[src/rtl/instruction_fetch_if.sv]
// Fetch-stage bus: PC/controller inputs, instruction-memory read port and decoder handshake.
// The master modport is the fetch unit; the slave modport is its environment.
interface instruction_fetch_if #(
    parameter int ADDR_W  = 8,
    parameter int INSTR_W = 16
);
    logic [ADDR_W-1:0]  pc;
    logic               fetch_en;
    logic               flush;
    logic [ADDR_W-1:0]  mem_addr;
    logic               mem_rd;
    logic [INSTR_W-1:0] mem_rdata;
    logic               mem_valid;
    logic [INSTR_W-1:0] instr;
    logic [3:0]         opcode;
    logic               instr_valid;
    logic               instr_ready;
    logic               inc_pc;
    logic               fetch_err;

    modport master (
        input  pc, fetch_en, flush, mem_rdata, mem_valid, instr_ready,
        output mem_addr, mem_rd, instr, opcode, instr_valid, inc_pc, fetch_err
    );

    modport slave (
        output pc, fetch_en, flush, mem_rdata, mem_valid, instr_ready,
        input  mem_addr, mem_rd, instr, opcode, instr_valid, inc_pc, fetch_err
    );
endinterface

[src/rtl/instruction_fetch_unit.sv]
// Fetch stage: reads instruction memory at the current PC, holds the word for the decoder,
// pulses inc_pc once per completed fetch and flags reads that never answer.
module instruction_fetch_unit #(
    parameter int ADDR_W  = 8,
    parameter int INSTR_W = 16,
    parameter int TIMEOUT = 15
) (
    input  logic                 clk,
    input  logic                 reset,
    instruction_fetch_if.master  bus
);
    localparam logic [1:0] ST_IDLE  = 2'd0;
    localparam logic [1:0] ST_WAIT  = 2'd1;
    localparam logic [1:0] ST_HOLD  = 2'd2;
    localparam logic [1:0] ST_ERROR = 2'd3;

    localparam logic [3:0] TIMER_LAST = 4'(TIMEOUT - 1);

    logic [1:0]         state;
    logic [3:0]         timer;
    logic               hold_off;
    logic [ADDR_W-1:0]  mem_addr_r;
    logic               mem_rd_r;
    logic [INSTR_W-1:0] instr_r;
    logic               instr_valid_r;
    logic               inc_pc_r;
    logic               fetch_err_r;

    always_ff @(posedge clk or posedge reset) begin
        if (reset) begin
            state         <= ST_IDLE;
            timer         <= '0;
            hold_off      <= 1'b0;
            mem_addr_r    <= '0;
            mem_rd_r      <= 1'b0;
            instr_r       <= '0;
            instr_valid_r <= 1'b0;
            inc_pc_r      <= 1'b0;
            fetch_err_r   <= 1'b0;
        end else begin
            inc_pc_r <= 1'b0;
            hold_off <= 1'b0;
            // A branch load lands on the PC mid-cycle, so the cycle after a flush never samples pc.
            if (bus.flush) begin
                state         <= ST_IDLE;
                mem_rd_r      <= 1'b0;
                instr_valid_r <= 1'b0;
                timer         <= '0;
                hold_off      <= 1'b1;
                fetch_err_r   <= 1'b0;
            end else begin
                case (state)
                    ST_IDLE: begin
                        if (bus.fetch_en && !hold_off) begin
                            mem_addr_r <= bus.pc;
                            mem_rd_r   <= 1'b1;
                            timer      <= '0;
                            state      <= ST_WAIT;
                        end
                    end
                    ST_WAIT: begin
                        if (bus.mem_valid) begin
                            instr_r       <= bus.mem_rdata;
                            instr_valid_r <= 1'b1;
                            inc_pc_r      <= 1'b1;
                            mem_rd_r      <= 1'b0;
                            state         <= ST_HOLD;
                        end else if (timer == TIMER_LAST) begin
                            mem_rd_r    <= 1'b0;
                            fetch_err_r <= 1'b1;
                            state       <= ST_ERROR;
                        end else begin
                            timer <= timer + 4'd1;
                        end
                    end
                    ST_HOLD: begin
                        if (bus.instr_ready) begin
                            instr_valid_r <= 1'b0;
                            state         <= ST_IDLE;
                        end
                    end
                    ST_ERROR: begin
                        state <= ST_ERROR;
                    end
                    default: state <= ST_IDLE;
                endcase
            end
        end
    end

    assign bus.mem_addr    = mem_addr_r;
    assign bus.mem_rd      = mem_rd_r;
    assign bus.instr       = instr_r;
    assign bus.opcode      = instr_r[INSTR_W-1 -: 4];
    assign bus.instr_valid = instr_valid_r;
    assign bus.inc_pc      = inc_pc_r;
    assign bus.fetch_err   = fetch_err_r;
endmodule
[src/flat_wrapper.sv]
// flat-port wrapper written by rule: the top's interface ports become plain ports
module instruction_fetch_unit_flat 
#(
    parameter int ADDR_W  = 8,
    parameter int INSTR_W = 16,
    parameter int TIMEOUT = 15
)
  (clk, reset, bus_pc, bus_fetch_en, bus_flush, bus_mem_rdata, bus_mem_valid, bus_instr_ready, bus_mem_addr, bus_mem_rd, bus_instr, bus_opcode, bus_instr_valid, bus_inc_pc, bus_fetch_err);
  instruction_fetch_if #(.ADDR_W(ADDR_W), .INSTR_W(INSTR_W)) bus_i ();
  input  logic clk;
  input  logic reset;
  input wire logic [$bits(bus_i.pc)-1:0] bus_pc;
  input wire logic [$bits(bus_i.fetch_en)-1:0] bus_fetch_en;
  input wire logic [$bits(bus_i.flush)-1:0] bus_flush;
  input wire logic [$bits(bus_i.mem_rdata)-1:0] bus_mem_rdata;
  input wire logic [$bits(bus_i.mem_valid)-1:0] bus_mem_valid;
  input wire logic [$bits(bus_i.instr_ready)-1:0] bus_instr_ready;
  output wire logic [$bits(bus_i.mem_addr)-1:0] bus_mem_addr;
  output wire logic [$bits(bus_i.mem_rd)-1:0] bus_mem_rd;
  output wire logic [$bits(bus_i.instr)-1:0] bus_instr;
  output wire logic [$bits(bus_i.opcode)-1:0] bus_opcode;
  output wire logic [$bits(bus_i.instr_valid)-1:0] bus_instr_valid;
  output wire logic [$bits(bus_i.inc_pc)-1:0] bus_inc_pc;
  output wire logic [$bits(bus_i.fetch_err)-1:0] bus_fetch_err;
  assign bus_i.pc = bus_pc;
  assign bus_i.fetch_en = bus_fetch_en;
  assign bus_i.flush = bus_flush;
  assign bus_i.mem_rdata = bus_mem_rdata;
  assign bus_i.mem_valid = bus_mem_valid;
  assign bus_i.instr_ready = bus_instr_ready;
  assign bus_mem_addr = bus_i.mem_addr;
  assign bus_mem_rd = bus_i.mem_rd;
  assign bus_instr = bus_i.instr;
  assign bus_opcode = bus_i.opcode;
  assign bus_instr_valid = bus_i.instr_valid;
  assign bus_inc_pc = bus_i.inc_pc;
  assign bus_fetch_err = bus_i.fetch_err;
  instruction_fetch_unit #(.ADDR_W(ADDR_W), .INSTR_W(INSTR_W), .TIMEOUT(TIMEOUT)) u_core (.clk(clk), .reset(reset), .bus(bus_i));
endmodule
[config.mk]
export PLATFORM = sky130hd
export DESIGN_NAME = instruction_fetch_unit_flat
export DESIGN_NICKNAME = d
export VERILOG_FILES = /design/src/rtl/instruction_fetch_if.sv /design/src/rtl/instruction_fetch_unit.sv /design/src/flat_wrapper.sv
export SDC_FILE = /design/constraint.sdc
export NUM_CORES = 1
export LEC_CHECK = 0
export CORE_MARGIN = 2
export CORE_UTILIZATION = 46
export DETAILED_ROUTE_END_ITERATION = 10
export GPL_TIMING_DRIVEN = 0
export PLACE_DENSITY = 0.84
export SYNTH_ARGS = -nofsm -noshare
export SYNTH_HDL_FRONTEND = slang
export SYNTH_SLANG_ARGS = --single-unit
[constraint.sdc]
create_clock -name clk -period 4.2 [get_ports clk]
set_input_delay 0.84 -clock clk [delete_from_list [all_inputs] [get_ports clk]]
set_output_delay 0.84 -clock clk [all_outputs]
set_load 0.005 [all_outputs]
# After elaboration in Yosys (flattened, before gate mapping)
# Index checks and enable logic that the tools add are counted.
[totals]
ff_bits = 35
latchBits = 0
mem_bits_rw = 0
romBits = 0
input_bits = 30
output_inout_bits = 32
wordCells = 64
n_memories = 0
[classes]
add_sub_neg = 1
multipliers = 0
div = 0
n_lt_le_gt_ge = 0
eq_ne = 11
n_shift = 0
n_mux = 28
bitwise = 1
reduce_logical = 14
[ops]
columns = ["operator", "count"]
rows = [
  ["3-bit AND reduction", 6],
  ["4-bit two-way mux", 4],
  ["1-bit two-way mux", 15],
  ["3-bit != test (second input constant)", 4],
  ["2-bit two-way mux", 5],
  ["2-bit case mux with 4 select lines", 1],
  ["4-bit case mux with 2 select lines", 1],
  ["3-bit nonzero test", 2],
  ["4-bit by 1-bit adder with 4-bit output (second input constant)", 1],
  ["2-bit equality test (second input constant)", 2],
  ["4-bit equality test (second input constant)", 1],
  ["4-bit by 3-bit != test with 1-bit output (second input constant)", 1],
  ["1-bit case mux with 2 select lines", 2],
  ["4-bit AND reduction", 1],
  ["2-bit nonzero test", 2],
  ["3-bit by 2-bit != test with 1-bit output (second input constant)", 1],
  ["2-bit by 1-bit equality test with 1-bit output (second input constant)", 1],
  ["2-bit zero test", 1],
  ["2-bit != test (second input constant)", 1],
  ["1-bit logical AND", 1],
  ["1-bit zero test", 1],
  ["1-bit inverter", 1],
]

# Longest topological paths before layout
# Gate-level depths: netlist of run 1.
[depth]
ltp_word = 5
mapped_depth = 6
depth_no_buf = 6

# Worst setup path before layout of run 1
# OpenSTA, ideal clock, no wires.
[synth_timing]
kind = "input to register"
startpoint = "input bus_flush"
endpoint = "register u_core.instr_r[0], in the netlist u_core.bus.instr[0]"
setup_time_ps = 125
t_arrival_ps = 1779
required_ps = 4075
path_slack_ps = 2296
stages = 6
path_buffers = 3
path_cell_list = "buf_6 inv_1 and3_1 buf_6 buf_6 mux2_4"
[synth_between]
elab_chain_cells = 2
[synth_rtl]
columns = ["item", "line", "rtl"]
rows = [
  ["from (decl)", "flat_wrapper.sv:14", "input wire logic [$bits(bus_i.flush)-1:0] bus_flush;"],
  ["1-bit inverter (no source line)", "--", ""],
  ["3-bit AND reduction (no source line)", "--", ""],
  ["to (signal assigned)", "instruction_fetch_unit.sv:63", "instr_r <= bus.mem_rdata;"],
  ["to (decl)", "instruction_fetch_unit.sv:24", "logic [INSTR_W-1:0] instr_r;"],
]
# No other way between the ends.
# A chain may end at the register's enable or synchronous reset.

# Worst setup path after layout of run 1
[layout_timing]
startpoint = "register u_core.instr_r[14], in the netlist u_core.bus.instr[14]"
endpoint = "output bus_opcode[2]"
[layout_lines]
columns = ["item", "line", "rtl"]
rows = [
  ["to (decl)", "flat_wrapper.sv:21", "output wire logic [$bits(bus_i.opcode)-1:0] bus_opcode;"],
]
# No word-level cell between the ends.

==> results of run 1 <==
## cell type report
class | instances | area, um^2
fill | 236 | 942
sequential | 35 | 876
timing repair buffer | 62 | 631
multi-input combinational | 65 | 572
buffer | 9 | 82.6
clock inverter | 2 | 60.1
tap | 46 | 57.6
clock buffer | 6 | 41.3
inverter | 6 | 22.5
## worst max-delay path, stage by stage (launching register included)
cell and delay (ns):
dfrtp_1 0.40, buf_4 0.12, clkdlybuf4s50_1 0.49
## state kept, by name (all words and copies together) (netlist names)
name / flops
u_core.bus.inc_pc: 1
u_core.bus.mem_addr: 8
u_core.timer: 4
u_core.bus.fetch_err: 1
u_core.bus.instr_valid: 1
u_core.hold_off: 1
u_core.state: 2
u_core.bus.instr: 16
u_core.bus.mem_rd: 1
## kinds of logic after synthesis
family	synth area share, %
simple gates	7.90
buf+inv	6.77
mux	20.2
compound gates	7.09
fa+ha+maj	1.61
flops	56.4
## cells in the mapped netlist (all sizes together)
master,instances,area (um^2)
nor4,1,21.3
a21o,2,15.0
a22o,1,8.76
buf,9,82.6
mux2,24,304
nor3,2,10.0
nand2b,2,12.5
and3,2,12.5
nand3,2,10.0
nand4,1,6.26
o22ai,1,6.26
nor2b,1,8.76
a31oi,3,25.0
nor2,3,11.3
a21oi,6,30.0
ha,2,25.0
or3b,1,8.76
or3,1,6.26
mux2i,1,10.0
dfrtp,35,876
inv,6,22.5
o21ai,5,25.0
nand2,4,15.0
## path summary, 6_finish.rpt
path / endpoint / slack [ns] / cells after the start
setup / recovery: bus_opcode[2] / 2.03 / 2
hold / removal: u_core.bus.fetch_err / 0.51 / 2
setup reg to reg: u_core.timer[3] / 2.50 / 6
hold reg to reg: u_core.bus.fetch_err / 0.51 / 2
max in group asynchronous: u_core.hold_off / 3.04 / 3
min in group asynchronous: u_core.bus.instr[5] / 0.76 / 2
## through the flow
stage / hold WS [ns] / utilization, % / area (um^2) / worst slack [ns]
after floorplan: 0.486 / - / 1550 / 2.30
after global placement: 0.481 / 67.6 / 2220 / 1.70
after detailed placement: 0.493 / 67.6 / 2220 / 1.65
after CTS: 0.516 / 70.7 / 2320 / 2.02
after global routing: 0.530 / 71.3 / 2340 / 1.95
final: 0.510 / 71.3 / 2340 / 2.03
## power breakdown
part           switching [mW]  total (mW)  leakage, nW  internal, mW
logic                  0.0847       0.319        0.522         0.234
clock network           0.105       0.291       0.0525         0.186
registers              0.0375       0.441        0.440         0.403
## routing by layer
layer  wire length (um)  vias to the layer above  part of all wire [%]  GRT usage, %
met3                145                        4                   4.5          3.62
li1                   -                      538                     -             -
met2               1670                       38                    52          31.1
met4                 55                        0                   1.7          9.44
met1               1340                      558                    42          21.1
met5                  0                        -                     0             0
==> impl_metrics.py, run 1 <==
metrics = {
    "status": {
        "outcome": "completed",
    },
    "worst_setup_path": {
        "crit_arrival_ns": 1.33,
        "crit_start": "u_core.bus.instr[14]",
        "cp.required_ns": 3.36,
        "r2r_start": "u_core.timer[0]",
        "critPathKind": "reg2out",
        "crit_path_end_kind": "output port",
        "critPathMaxFanout": 3,
        "critPathLaunchType": "register",
    },
    "timing": {
        "rsz0062_at_grt": "no",
        "setup_tns_ns": 0,
        "tightestPinTransition_ns": 0.572,
        "fmax_mhz": 461,
        "period_share_pct": 51.6,
        "period_minus_slack_ns": 2.17,
        "max-slew-margin-rel_pct": 61.6,
        "setup_viol": 0,
        "clock_skew_ns": 0.00715,
        "timing.final.max_slew_violations": 0,
        "finalHoldViolations": 0,
    },
    "die": {
        "io_pins": 62,
        "start_util_pct": 47.3,
        "die_h_um": 62.1,
        "die_x_um": 62.1,
        "coreArea_mm2": 0.00328,
        "dieArea_mm2": 0.00386,
        "rows": 21,
    },
    "min_path": {
        "min_from": "u_core.bus.fetch_err",
        "hold_path_class": "reg2reg",
    },
    "final_layout": {
        "antenna_cells": 0,
        "final_nets": 216,
        "final_common_cell": "clkdlybuf4s50_1",
        "mostFrequentLayoutCells": "61 x clkdlybuf4s50_1, 35 x dfrtp_1, 15 x mux2_2, 9 x mux2_4, 6 x a21oi_1",
        "final_cells": 231,
        "drive_gt1_share_pct": 23.8,
        "area_delta_synth_final_pct": 50.8,
    },
    "synthesis": {
        "yosys_warnings": 0,
        "synth_area_mm2": 0.00155,
        "syn_nets": 147,
        "synth.distinct_cells": 27,
        "netlist_instances": 115,
        "synth_seq_cells": 35,
        "seq_area_frac_synth_pct": 56.4,
        "syn_avg_cell_area_um2": 13.5,
    },
    "power_and_ir_drop": {
        "ir_drop_mv": 0.282,
        "power_density_mw_per_mm2": 448,
        "leakagePower_nw": 1.01,
        "total_power_mw": 1.05,
    },
    "routing": {
        "drtPass1Iterations": 4,
        "wirelength_mm": 3.21,
        "drt_iter0_markers": 16,
        "antenna_left": 0,
        "drt-vias-per-instance": 4.93,
        "vias": 1138,
        "drc_errors": 0,
        "post_drt_wl_per_cell_um": 13.9,
    },
    "place": {
        "gp_congestion": 0.777,
        "port_buffers": 61,
        "place_inst": 222,
        "dp_hpwl_mm": 2.43,
    },
    "clocking": {
        "cts_tree": "done",
        "ctsHoldBuffers": 0,
        "htree_levels": 2,
        "clkTransAtPathRegs_ns": 0.10,
        "cts-resized-gates": 0,
        "cts_sinks": 35,
        "post-cts-setup-buffers": 0,
        "cts_root_buf": "clkbuf_4",
        "cts-buffers-inserted": 5,
        "ctsLongestPathBuffers": 2,
        "clock_latency_ns": 0.32,
    },
    "grt": {
        "grt_max_degree": 36,
        "grt_use_total_pct": 17.9,
        "grt_pass1_vias": 1178,
        "antenna_found_initial": 0,
        "global_route.overflow_total": 0,
        "grt_pass1_wl_mm": 5.42,
    },
    "run": {
        "maxCapViolCount": 0,
    },
}
Note: power is estimated with default switching activity, not from simulation.
==> run 2: changes to the inputs <==
- CORE_UTILIZATION: 46 -> 43
- PLACE_DENSITY: 0.84 -> 0.8
- clock period: 4.2 -> 2.1 ns (I/O delays scaled with it)
==> run 2 against run 1 <==
Effect of this change: global-route usage is 0.22 points higher; worst setup slack worse by 1.7 ns; non-clock buffer count down 1; via count up 1.2%.
==> impl_metrics.py, run 2 (synthesized netlist as in run 1, its figures left out) <==
metrics = {
    "timing": {
        "period_minus_slack_ns": 1.77,
        "tightestPinTransition_ns": 0.705,
        "fmax_mhz": 566,
        "period_share_pct": 84.1,
        "max-slew-margin-rel_pct": 52.9,
        "setup_viol": 0,
        "rsz0062_at_grt": "no",
        "clock_skew_ns": 0.00887,
        "finalHoldViolations": 0,
        "timing.final.max_slew_violations": 0,
    },
    "final_layout": {
        "final_cells": 230,
        "area_delta_synth_final_pct": 46.5,
        "antenna_cells": 0,
        "final_nets": 215,
        "drive_gt1_share_pct": 23.9,
        "final_core_utilization_pct": 67.1,
        "mostFrequentLayoutCells": "61 x clkdlybuf4s50_1, 35 x dfrtp_1, 15 x mux2_2, 9 x mux2_4, 6 x a21oi_1",
        "largest_reg_flops": 16,
        "final_common_cell": "clkdlybuf4s50_1",
    },
    "clocking": {
        "ctsLongestPathBuffers": 2,
        "ctsHoldBuffers": 0,
        "cts-buffers-inserted": 5,
        "cts_root_buf": "clkbuf_4",
        "clock_latency_ns": 0.34,
        "htree_levels": 2,
        "clkTransAtPathRegs_ns": 0.11,
        "post-cts-setup-buffers": 0,
        "cts_tree": "done",
        "cts-resized-gates": 0,
        "cts_sinks": 35,
    },
    "worst_setup_path": {
        "critPathLaunchType": "register",
        "crit_arrival_ns": 1.35,
        "critPathKind": "reg2out",
        "critPathMaxFanout": 3,
        "crit_path_end_kind": "output port",
        "cp.required_ns": 1.68,
        "reg2regPathDepth": 6,
    },
    "grt": {
        "grt_use_total_pct": 18.2,
        "grt_pass1_vias": 1174,
        "global_route.overflow_total": 0,
        "grt_max_degree": 36,
        "grt_pass1_wl_mm": 5.64,
        "antenna_found_initial": 0,
    },
    "routing": {
        "post_drt_wl_per_cell_um": 14.7,
        "drt-vias-per-instance": 5.01,
        "antenna_left": 0,
        "drc_errors": 0,
        "vias": 1152,
        "drtPass1Iterations": 4,
        "drt_iter0_markers": 29,
        "wirelength_mm": 3.38,
    },
    "run": {
        "maxCapViolCount": 0,
    },
    "place": {
        "gp_congestion": 0.832,
        "dp_hpwl_mm": 2.58,
        "place_inst": 222,
        "port_buffers": 61,
    },
    "die": {
        "start_util_pct": 45.8,
        "io_pins": 62,
        "die_h_um": 64.1,
        "dieArea_mm2": 0.00411,
        "die_x_um": 64.1,
        "rows": 21,
        "coreArea_mm2": 0.00339,
    },
    "status": {
        "outcome": "completed",
    },
    "power_and_ir_drop": {
        "leakagePower_nw": 0.983,
        "power_density_mw_per_mm2": 823,
        "ir_drop_mv": 0.650,
    },
    "min_path": {
        "hold_path_class": "in2async",
    },
}
## run 2: cell count changes in the layout (fill, tap and decap cells not counted), sizes merged
cell and delta:
buf -1, clkinvlp +1, inv +1, bufinv -2
## run 2: where the power goes
part           total (mW)  internal [mW]  switching [mW]  leakage, nW
Combinational       0.640          0.465           0.175        0.515
Sequential          0.883          0.807          0.0761        0.440
Clock               0.350          0.129           0.221       0.0282
Total                1.87           1.40           0.472        0.983
## run 2: through the flow
step	power [mW]	setup TNS (ns)	instance area [um^2]	hold WS, ns	worst slack, ns
floorplan	1.13	0	1550	0.451	0.584
global placement	1.52	0	2220	0.485	0.0272
detailed placement	1.54	-0.188	2220	0.490	-0.0327
CTS	1.89	0	2270	0.513	0.317
global route	1.97	0	2270	0.534	0.261
finish	1.87	0	2270	0.505	0.334
## run 2: worst paths after layout
path,slack [ns],end,start
setup / recovery,0.33,bus_opcode[2],u_core.bus.instr[14]
hold / removal,0.50,u_core.bus.instr[1],reset
min in group clk,0.51,u_core.bus.fetch_err,u_core.bus.fetch_err
hold reg to reg,0.50,u_core.bus.fetch_err,u_core.bus.fetch_err
max in group asynchronous,1.13,u_core.bus.instr[13],reset
setup reg to reg,0.40,u_core.timer[3],u_core.timer[0]
## run 2: layout make-up
| class | instances | area, um^2 |
|---|---|---|
| flip-flops and latches | 35 | 876 |
| plain buffers | 9 | 82.6 |
| inverters | 6 | 22.5 |
| multi-input cells | 65 | 572 |
| fillers | 253 | 1110 |
| well taps | 46 | 57.6 |
| clock inverters | 2 | 12.5 |
| clock buffers | 6 | 41.3 |
| repair buffers | 61 | 611 |
## run 2: layer usage
metal  up-vias  global-route usage (%)  part of all wire (%)
li1        532                       -                     -
met1       579                    20.5                    37
met2        36                    32.6                    56
met3         5                    5.28                   4.4
met4         0                    6.38                   1.6
met5         -                       0                     0
## run 2: critical path: stages (launching register included)
cell and delay (ns):
dfrtp_1 0.40, buf_4 0.11, clkdlybuf4s50_1 0.49
==> RTL edit 1: new RTL, flow settings as in run 2 <==
Reset style: synchronous (`reset`), changed in one clocked block.
--- a/src/rtl/instruction_fetch_unit.sv
+++ b/src/rtl/instruction_fetch_unit.sv
@@ -28,3 +28,3 @@
 
-    always_ff @(posedge clk or posedge reset) begin
+    always_ff @(posedge clk) begin
         if (reset) begin
Check against the original RTL: differs if reset is asserted again (counterexample within 4 cycles, from zero or initial values and one cycle with reset high); with reset held inactive, the same outputs for 10 cycles.
==> RTL edit 1 against run 2 <==
- sequential share of layout area down 5.4 points
- final area down 6.9%
- sequential cell count unchanged
- via count up 21%
- worst setup slack worse by 0.062 ns
- area after synthesis down 8.5%
- routed wire length up 3.7%
- count of clock-buffer cells in the layout unchanged
- clock skew down 0.0017 ns
- critical path type is now in -> reg
- highest routed layer unchanged
Power is not compared: it rests on default switching activity, and its combinational part moved more than twofold at a synthesized area within 25%.
==> RTL edit 1: results (changes against run 2) <==
post_cts resized=0 (unchanged); Seq/Total Area, Yosys=0.4930 (-0.07110); Root Buffer=clkbuf_4; Synth Area in Adders=0.01761 (+0.001490); Worst Path Arrival=2.09 ns (+0.74 ns); Post-DP Area=2077 um2 (-6.5%); Fin Clk Skew=0.007180 ns (-0.001692 ns); routability congestion estimate=0.7416 (-11%); clock buffer depth=2 (unchanged); maximum VDD drop=375.6 uV; initial drt markers=30 (+3.4%); Nets=268 (+25%); clock latency at the later pin of the worst-skew pair=0.33 ns; setup bufs post-CTS=0 (unchanged); LEAKAGE=0.0007295 uW; Main synth FF type=dfxtp_1; Synth Area in Compound Gates=0.1945 (+0.1236); Num CTS Buffers=5 (unchanged); worst slew pin tran=0.7697 ns (+0.06433 ns); Post-synth ARST share=0 (-1.000); initial antenna violation count=0 (unchanged); Post-DP HPWL=2600 um (+0.63%); global-route wire length before repair=5257 um (-6.7%); run status=finished clean; total grt overflow=0 (unchanged); max FFs per register=16 (unchanged); syn_nets=201 (+37%); DR pass1 iterations=5 (+1); share of cells above drive strength 1=0.07234 (-0.1668); Port Buffer Count=60 (-1.6%); Synth Area in XOR/XNOR=0 (unchanged); final hold vios=0 (unchanged); wire per inst=12.57 um (-15%); Total GRT Usage=0.1927 (+0.01106); Crit Path Max Fanout=10 (+7); Final Max Slew Viols=0 (unchanged); number of global-route vias before repair=1,165 (-0.77%); switching share of power=0.2348; top cells by area, synth=dfxtp_1 49%, a21oi_1 10%, nand2_1 9.5%; synth unique cells=33 (+22%); CTS clk-pin slew, worst paths=0.10 ns; Hold WC Path Type=in -> reg; largest net degree at the start of global routing=11 (-69%); Post-synth top cells=36 x nand2_1, 35 x dfxtp_1, 29 x a21oi_1; via count normalized by instance count=4.989 (-0.39%); DP Worst Slack=-0.07968 ns (-0.04698 ns); # H-tree levels=2 (unchanged); mux contribution to synthesized area=0 (-0.2023)
-- RTL edit 1: cell types whose count changed in the layout (fill, tap and decap cells not counted), moves of 9 or more --
cell,before,now
a21oi_1,6,29
dfrtp_1,35,0
mux2_2,15,0
dfxtp_1,0,35
mux2_4,9,0
nand2_1,4,36
nand3_1,2,11
-- RTL edit 1: power by group through the flow --
stage	Clock (uW)	Sequential (uW)	Combinational, uW
2_1_floorplan	0	700	57.5
3_3_place_gp	0	699	152
3_5_place_dp	0	700	152
4_1_cts	330	684	153
5_1_grt	366	687	165
6_report	324	685	152
-- RTL edit 1: final timing paths --
check / start / to / slack, ns / cells after the start
worst max-delay path: bus_mem_valid / u_core.bus.instr[6] / 0.27 / 6
worst min-delay path: reset / u_core.bus.mem_addr[5] / 0.44 / 2
worst max register to register: u_core.state[1] / u_core.bus.mem_addr[4] / 0.52 / 5
worst min register to register: u_core.bus.instr[11] / u_core.bus.instr[11] / 0.46 / 2
-- RTL edit 1: cell type report --
type,instances,area [um2]
Sequential cell,35,700.7
Tap cell,44,55.05
Clock buffer,6,41.29
Fill cell,279,984.7
Timing Repair Buffer,60,600.6
Multi-Input combinational cell,114,613.1
Inverter,4,15.01
Buffer,16,92.59
-- RTL edit 1: worst max-delay path: stages --
cell             delay, ns
clkdlybuf4s50_1       0.60
nor4bb_1              0.30
clkbuf_1              0.29
buf_2                 0.28
nand2_1               0.08
a21oi_1               0.11
-- RTL edit 1: kinds of logic (layout without fill, tap and decap cells) --
| group | after synthesis | count (layout) |
|---|---|---|
| DFF | 35 | 35 |
| and+or+nand+nor | 63 | 63 |
| adders and majority gates | 2 | 2 |
| buffers and inverters | 20 | 86 |
| AOI/OAI and AO/OA | 49 | 49 |
-- RTL edit 1: per-layer routing --
metal  share of wire  track usage  wire length [um]
met4           0.015       0.1003                53
met5               0            0                 0
met3           0.054      0.05882               190
met1            0.45       0.2429              1564
met2            0.48       0.2962              1699
-- RTL edit 1: per-stage QoR --
| stage | hold WS (ns) | std cells | utilization |
|---|---|---|---|
| after floorplan | 0.4527 | 169 | - |
| after global placement | 0.4426 | 273 | 0.6694 |
| after detailed placement | 0.4499 | 273 | 0.6694 |
| after CTS | 0.4401 | 279 | 0.6827 |
| after global routing | 0.4557 | 279 | 0.6827 |
| final | 0.4357 | 279 | 0.6827 |
==> RTL edit 2: new RTL, settings of run 2 <==
Without the edit above. `TIMEOUT` is set to 15 in 2 places; all go to 14.
--- a/src/rtl/instruction_fetch_unit.sv
+++ b/src/rtl/instruction_fetch_unit.sv
@@ -5,3 +5,3 @@
     parameter int INSTR_W = 16,
-    parameter int TIMEOUT = 15
+    parameter int TIMEOUT = 14
 ) (
--- a/src/flat_wrapper.sv
+++ b/src/flat_wrapper.sv
@@ -5,3 +5,3 @@
     parameter int INSTR_W = 16,
-    parameter int TIMEOUT = 15
+    parameter int TIMEOUT = 14
 )
Check against the original RTL: no difference found for any inputs over 10 cycles, from zero or initial values and one cycle with reset high; that may be too few to reach the edited logic, so the function may still have changed.
==> RTL edit 2 against run 2 <==
- power is essentially flat
- final area grew 0.44%
- area after synthesis shrank 0.64%
- worst setup slack lost 0.0079 ns
- sequential cell count is the same
- global-route usage shrank 1.0 points
- via count shrank 2.7%
- routed wire length shrank 2.9%
==> RTL edit 2: results (changes against run 2) <==
final WL=3286 um (-2.9%); LEAKAGE=0.0009900 uW (+0.67%); area share of the largest cell type after synthesis=0.5677 (+0.003660); Seq/Total Area, Yosys=0.5677 (+0.003660); routability congestion estimate=0.8009 (-3.8%); wire per inst=14.35 um (-2.4%); r2r setup slk=0.33 ns (-0.07 ns); vias=1,121 (-2.7%); Worst Path Arrival=2.01 ns (+0.66 ns); mux contribution to synthesized area=0.2101 (+0.007801); final core occ=0.6740 (+0.002953); met2 WL=1853 um (-3.0%); initial drt markers=25 (-14%); Fin Clk Skew=0.01063 ns (+0.001759 ns); met1 wire length=1251 um (-1.3%); worst slew pin tran=0.5614 ns (-0.1440 ns); Layout clock area frac=0.02355 (-0.0001036); Post-synth top cells=35 x dfrtp_1, 15 x mux2_2, 9 x mux2_4; Total GRT Usage=0.1713 (-0.01040); Post-DP Area=2211 um2 (-0.45%); Crit Path Max Fanout=6 (+3); synth unique cells=25 (-7.4%); Nets=214 (-0.47%); Syn Inst Count=113 (-1.7%); share of cells above drive strength 1=0.2404 (+0.001307); Synth Area in Compound Gates=0.06407 (-0.006839); DP Worst Slack=-0.04065 ns (-0.007956 ns); global-route wire length before repair=5361 um (-4.9%); fillers=257 (+1.6%); run status=finished clean; sequential cell area share=0.3834 (-0.001687); Non-Clock Inverter Count=5 (-1)
==> RTL edit 2: cell count changes after synthesis, sizes merged <==
| cell | change |
|---|---|
| inv | -1 |
| mux2i | +1 |
| nand3 | -1 |
| o21ai | -1 |
==> RTL edit 2: where the power goes <==
group | leakage [uW] | switching, uW | internal [uW]
clock | 0.0000282 | 217 | 129
combinational | 0.000522 | 173 | 469
sequential | 0.000440 | 78.0 | 807
total | 0.000990 | 468 | 1400
==> RTL edit 2: routing by layer <==
| metal | GRT usage | vias up |
|---|---|---|
| met1 | 0.1854 | 545 |
| met5 | 0 | - |
| met4 | 0.07337 | 0 |
| met2 | 0.3151 | 42 |
| li1 | - | 529 |
| met3 | 0.04049 | 5 |
==> RTL edit 2: worst max-delay path, stage by stage (launching register included) <==
cell	delay, ns
dfrtp_1	0.43
ha_1	0.23
a31oi_1	0.44
nand4_1	0.19
a22o_1	0.21
a21o_1	0.17
